==> src/rtl/l1_ahb_mtx_pkg.sv <==
// Shared AHB encodings and helpers for the L1 bus matrix.
package l1_ahb_mtx_pkg;

    typedef enum logic [1:0] {
        HTRANS_IDLE   = 2'b00,
        HTRANS_BUSY   = 2'b01,
        HTRANS_NONSEQ = 2'b10,
        HTRANS_SEQ    = 2'b11
    } htrans_e;

    typedef enum logic [2:0] {
        HBURST_SINGLE = 3'd0,
        HBURST_INCR   = 3'd1,
        HBURST_WRAP4  = 3'd2,
        HBURST_INCR4  = 3'd3,
        HBURST_WRAP8  = 3'd4,
        HBURST_INCR8  = 3'd5,
        HBURST_WRAP16 = 3'd6,
        HBURST_INCR16 = 3'd7
    } hburst_e;

    // Beats still to come after the NONSEQ of a fixed-length burst; 0 otherwise.
    function automatic logic [3:0] burst_beats(input logic [2:0] hburst);
        case (hburst)
            HBURST_WRAP4,  HBURST_INCR4:  return 4'd3;
            HBURST_WRAP8,  HBURST_INCR8:  return 4'd7;
            HBURST_WRAP16, HBURST_INCR16: return 4'd15;
            default:                      return 4'd0;
        endcase
    endfunction

endpackage

==> src/rtl/l1_ahb_mtx_rr_arb.sv <==
// Combinational round-robin pick: first requester above 'last', wrapping.
module l1_ahb_mtx_rr_arb
    import l1_ahb_mtx_pkg::*;
#(
    parameter int NUM_IN = 3,
    parameter int IDX_W  = 2
) (
    input  logic [NUM_IN-1:0] req,
    input  logic [IDX_W-1:0]  last,
    output logic [IDX_W-1:0]  winner,
    output logic              any
);

    // Scan from last+1 upward modulo NUM_IN; the first hit wins.
    always_comb begin
        winner = '0;
        any    = 1'b0;
        for (int k = 1; k <= NUM_IN; k++) begin
            if (!any && req[(int'(last) + k) % NUM_IN]) begin
                any    = 1'b1;
                winner = IDX_W'((int'(last) + k) % NUM_IN);
            end
        end
    end

endmodule

==> src/rtl/l1_ahb_mtx_out_stage.sv <==
// Slave-facing output stage of the L1 AHB matrix: round-robin arbitration
// that never splits bursts or locked sequences, address/control mux and
// data-phase write-data steering.
module l1_ahb_mtx_out_stage
    import l1_ahb_mtx_pkg::*;
#(
    parameter int NUM_IN = 3,
    parameter int ADDR_W = 32,
    parameter int DATA_W = 32
) (
    input  logic                       HCLK,
    input  logic                       HRESETn,
    input  logic                       HREADYM,
    input  logic [NUM_IN-1:0]          sel_op,
    input  logic [NUM_IN*ADDR_W-1:0]   addr_op,
    input  logic [NUM_IN*2-1:0]        trans_op,
    input  logic [NUM_IN-1:0]          write_op,
    input  logic [NUM_IN*3-1:0]        size_op,
    input  logic [NUM_IN*3-1:0]        burst_op,
    input  logic [NUM_IN*4-1:0]        prot_op,
    input  logic [NUM_IN-1:0]          mastlock_op,
    input  logic [NUM_IN*DATA_W-1:0]   wdata_op,
    output logic [NUM_IN-1:0]          active_op,
    output logic                       HSELM,
    output logic [ADDR_W-1:0]          HADDRM,
    output logic [1:0]                 HTRANSM,
    output logic                       HWRITEM,
    output logic [2:0]                 HSIZEM,
    output logic [2:0]                 HBURSTM,
    output logic [3:0]                 HPROTM,
    output logic                       HMASTLOCKM,
    output logic [DATA_W-1:0]          HWDATAM
);

    localparam int IDX_W = (NUM_IN > 1) ? $clog2(NUM_IN) : 1;

    logic [IDX_W-1:0]  grant;
    logic [IDX_W-1:0]  last;
    logic              no_port;
    logic [3:0]        beat_cnt;
    logic [IDX_W-1:0]  data_port;

    logic [NUM_IN-1:0] req;
    logic [IDX_W-1:0]  winner;
    logic              any;
    logic              hold;
    logic [3:0]        beat_nxt;

    // Requests: selected and not idle.
    always_comb begin
        req = '0;
        for (int i = 0; i < NUM_IN; i++) begin
            req[i] = sel_op[i] && (trans_op[2*i +: 2] != HTRANS_IDLE);
        end
    end

    l1_ahb_mtx_rr_arb #(
        .NUM_IN (NUM_IN),
        .IDX_W  (IDX_W)
    ) u_arb (
        .req    (req),
        .last   (last),
        .winner (winner),
        .any    (any)
    );

    // Address-phase mux; a parked port keeps its controls but shows no transfer.
    always_comb begin
        HSELM      = ~no_port & sel_op[grant];
        HTRANSM    = HSELM ? trans_op[int'(grant)*2 +: 2] : HTRANS_IDLE;
        HMASTLOCKM = ~no_port & mastlock_op[grant];
        HADDRM     = addr_op[int'(grant)*ADDR_W +: ADDR_W];
        HWRITEM    = write_op[grant];
        HSIZEM     = size_op[int'(grant)*3 +: 3];
        HBURSTM    = burst_op[int'(grant)*3 +: 3];
        HPROTM     = prot_op[int'(grant)*4 +: 4];
        HWDATAM    = wdata_op[int'(data_port)*DATA_W +: DATA_W];
        active_op  = '0;
        for (int i = 0; i < NUM_IN; i++) begin
            active_op[i] = ~no_port & (grant == IDX_W'(i)) & sel_op[i];
        end
    end

    // Burst/lock tracking from the beat currently on the slave bus.
    always_comb begin
        hold     = 1'b0;
        beat_nxt = beat_cnt;
        case (HTRANSM)
            HTRANS_IDLE: hold = 1'b0;
            HTRANS_BUSY: hold = 1'b1;
            HTRANS_NONSEQ: begin
                if (HBURSTM == HBURST_SINGLE) begin
                    hold = 1'b0;
                end else if (HBURSTM == HBURST_INCR) begin
                    hold     = 1'b1;
                    beat_nxt = 4'd0;
                end else begin
                    hold     = 1'b1;
                    beat_nxt = burst_beats(HBURSTM);
                end
            end
            HTRANS_SEQ: begin
                if (HBURSTM == HBURST_INCR) begin
                    hold = 1'b1;
                end else begin
                    beat_nxt = beat_cnt - 4'd1;
                    hold     = (beat_nxt != 4'd0);
                end
            end
            default: hold = 1'b0;
        endcase
        if (HMASTLOCKM) begin
            hold = 1'b1;
        end
    end

    // Arbitration and data-phase owner, advancing only on accepted beats.
    always_ff @(posedge HCLK or negedge HRESETn) begin
        if (!HRESETn) begin
            grant     <= '0;
            last      <= IDX_W'(NUM_IN - 1);
            no_port   <= 1'b1;
            beat_cnt  <= 4'd0;
            data_port <= '0;
        end else if (HREADYM) begin
            beat_cnt  <= beat_nxt;
            data_port <= grant;
            if (!hold) begin
                if (any) begin
                    grant   <= winner;
                    last    <= winner;
                    no_port <= 1'b0;
                end else begin
                    no_port <= 1'b1;
                end
            end
        end
    end

endmodule

==> config.mk <==
export PLATFORM = sky130hd
export DESIGN_NAME = l1_ahb_mtx_out_stage
export DESIGN_NICKNAME = d
export VERILOG_FILES = /design/src/rtl/l1_ahb_mtx_pkg.sv /design/src/rtl/l1_ahb_mtx_rr_arb.sv /design/src/rtl/l1_ahb_mtx_out_stage.sv
export SDC_FILE = /design/constraint.sdc
export NUM_CORES = 1
export LEC_CHECK = 0
export ABC_AREA = 1
export CORE_AREA = 2 2 125 127
export DETAILED_ROUTE_END_ITERATION = 6
export DIE_AREA = 0 0 127 129
export DONT_BUFFER_PORTS = 1
export PLACE_DENSITY = 0.4
export SYNTH_ARGS = -nofsm -noshare
export SYNTH_HDL_FRONTEND = slang
export SYNTH_SLANG_ARGS = --single-unit
==> constraint.sdc <==
create_clock -name HCLK -period 2.4 [get_ports HCLK]
set_input_delay 0.6 -clock HCLK [delete_from_list [all_inputs] [get_ports HCLK]]
set_output_delay 0.6 -clock HCLK [all_outputs]
set_load 0.01 [all_outputs]
==> results.toml <==
[status]
outcome = "finished clean"

[power]
worst_vdd_rail_ir_drop_mv = 0.3746
power_frac_seq = 0.095
internal_power_mw = 1.583
power.share.switching = 0.5790
p_leak_nw = 1.422
power.share.combinational = 0.817
clockPowerShare = 0.088
netSwitchingPower_mw = 2.177
power.density_nw_per_um2 = 1244
finalPower_mw = 3.759

[setup_path]
largest_delay_contributor_family_on_the_critical_path = "buffers and inverters"
crit_fanout = 30
cpMaxStageDelayCell = "dfrtp_1"
slowest_delay_ps = 480
crit_arrival_ps = 1630
critical_path.n_buffers_inverters = 3
path_cells = "inv_2 -> buf_12 -> nor2_1 -> o21ai_0 -> buf_4"
kind_of_start_point_of_the_critical_path = "flip-flop"
worstSetupPathType = "flip-flop to output pin"
crit_required_ps = 1800
crit_path_end_kind = "output pin"

[grt]
grt_usage = 0.1122
grt_pass1_vias = 2772
antenna_found_initial = 3
grt_first_pass_wirelength_um = 14320
grt_start_max_net_pins = 44
globalRoute.totalOverflow = 0

[synth]
synth_top_family_by_area = "simple AND/OR/NAND/NOR gates"
postSynthNetCount = 716
synthAdderAreaFrac = 0.03035
synthDominantAreaCellType = "nand2_1"
fraction_of_synthesized_cell_area_taken_by_the_top_area_cell_type = 0.2185
synth-compound-area-share = 0.2767
yosys.cell_count.top_type = "nand2_1"
seq_area_frac_synth = 0.1022
synth_async_sr_flop_share = 1.000
synth.lib_cells_used.distinct = 26
synth_common_cells = "144 x nand2_1, 74 x o21ai_0, 62 x nand3_1, 44 x nor2_1, 37 x a22oi_1"
post_synth_inst_count = 470
ys_warn_count = 0
synthesis.area_um2 = 2474
yosys_register_bits = 10
synth.top_cells.by_area = "nand2_1 22%, o21ai_0 15%, nand3_1 13%"
yosys_most_used_dff = "dfrtp_1"
synth_enable_flop_cells = 0
syn_avg_cell_area_um2 = 5.263
synth-xor-area-share = 0.003541
synth-simple-area-share = 0.4790
synthMuxAreaShare = 0

[clock_network]
cts_setup_buffers = 0
h-tree-depth = 1
root_buffer = "clkbuf_16"
clk_path_buf_depth = 2
clock_latency_ps = 240
cts_hold_repair.buffers = 0
clock_tree_from_tritoncts = "yes"
cts-resized-gates = 1
cts_inserted_buffers = 3
cts_num_sinks = 10
clk_pin_slew_ps = 40

[flow_run]
maxCapViolCount = 0

[detailed_routing]
met3_length_um = 1386
drt_drc_violations_left = 0
drt-initial-drc-count = 279
met2RoutedLength_um = 5260
antenna_left = 0
routed_wire_length_per_instance_um = 16.54
vias_per_cell = 5.079
drtPass1Iterations = 5
dr_total_vias = 3428
postRouteWirelength_um = 11160
highest-signal-layer = "met5"
detail_route.wirelength.met1_um = 4158

[layout]
fin_cells = 675
register_cell_area_after_layout_um2 = 255.2
post_route_cells_drive_above_1_share = 0.1481
final_nets = 733
area_delta_synth_final_pct = 22.21
multiInputGateArea_um2 = 1953
postLayoutCellArea_um2 = 3023
fillCellCount = 1711

[timing]
rsz0062_at_grt = "false"
final.setup.tns_ps = 0
maxSlewViolCount = 0
max_slew.worst_pin.slew_ps = 482.8
finalSetupViolCount = 0
fin_worst_skew_ps = 4.483
clock.fmax_mhz = 447.8
min_period_ps = 2233
layout_worst_path_cycle_share = 0.9304
report.final.hold_viol_count = 0
worst_slew_margin_rel = 0.6747

[floorplan]
dieArea_um2 = 16380
floorplan.rows = 45
ios = 322
initial_util = 0.1652
fp.dieH_um = 129
die_w_um = 127
placeableCoreArea_um2 = 14980

[placed_design]
gp_routability_congestion = 0.8447
instance_count_after_placement_with_tap_cells_included = 670
dp_hpwl_um = 9895
area_after_dpl_um2 = 2929
port_buffers = 0

[min_path]
hold_path.class = "primary input to async pin"
## flip-flops by register name, summed over array words and instances, names as in the netlist
| name | flops |
|---|---|
| last | 1 |
| no_port | 1 |
| beat_cnt | 4 |
| data_port | 2 |
| grant | 2 |
## power by group through the flow
stage	Sequential (mW)	Clock, mW	Combinational (mW)
4_1_cts	0.359	0.346	3.08
3_5_place_dp	0.358	0	3.07
5_1_grt	0.371	0.351	3.38
6_report	0.357	0.331	3.07
2_1_floorplan	0.284	0	2.21
3_3_place_gp	0.356	0	3.02
## cell families after synthesis
kind of cell / after synthesis
simple gates: 269
xor+xnor: 1
buf+inv: 66
fa+ha+maj: 6
flops: 10
compound gates: 118
## metrics by stage
stage | utilization | setup WS, ps | hold slack, ps
floorplan | - | 434.0 | 304.4
global placement | 0.1956 | 286.1 | 305.0
detailed placement | 0.1956 | 202.6 | 305.1
CTS | 0.2016 | 70.73 | 46.54
global route | 0.2018 | 46.78 | 43.82
finish | 0.2018 | 167.1 | 55.46
## per-layer routing
metal  track usage  vias up
li1              -     1605
met1        0.1339     1539
met2        0.1882      251
met3       0.04200       29
met4       0.03491        4
met5             0        -
## placed cells by master, fill, tap and decap left out, types with 2 or more instances in the layout
cell type / Yosys / final
inv_1: 31 / 30
a22oi_1: 37 / 37
nor2_8: 2 / 2
dfrtp_2: 0 / 2
buf_12: 0 / 2
nor2_1: 44 / 44
o21ai_0: 74 / 74
ha_1: 6 / 6
nand2_2: 7 / 7
clkbuf_16: 0 / 3
dfrtp_1: 8 / 6
a21oi_1: 5 / 5
nand3_2: 2 / 2
nand3_1: 62 / 62
inv_4: 2 / 2
nor2_4: 2 / 2
buf_4: 0 / 42
nor2_2: 3 / 3
nand2_1: 144 / 144
dfstp_2: 2 / 2
## worst paths after layout
check,from,end,slack [ps],depth (start not counted)
max reg2reg,grant[0],grant[1],360,11
min reg2reg,last[1],last[1],500,2
max,data_port[0],HWDATAM[11],170,5
min in group HCLK,HREADYM,data_port[0],470,1
min,HRESETn,grant[0],60,0
max in group asynchronous,HRESETn,last[1],2180,0
## final cells by class
type	count	share of cell area
diodes	1	0.0008278
flip-flops and latches	10	0.08444
multi-input cells	394	0.6461
well taps	188	0.07781
inverters	34	0.04387
repair buffers	44	0.1175
clock buffers	4	0.02939
No activity file was read; power rests on OpenSTA's default activity.
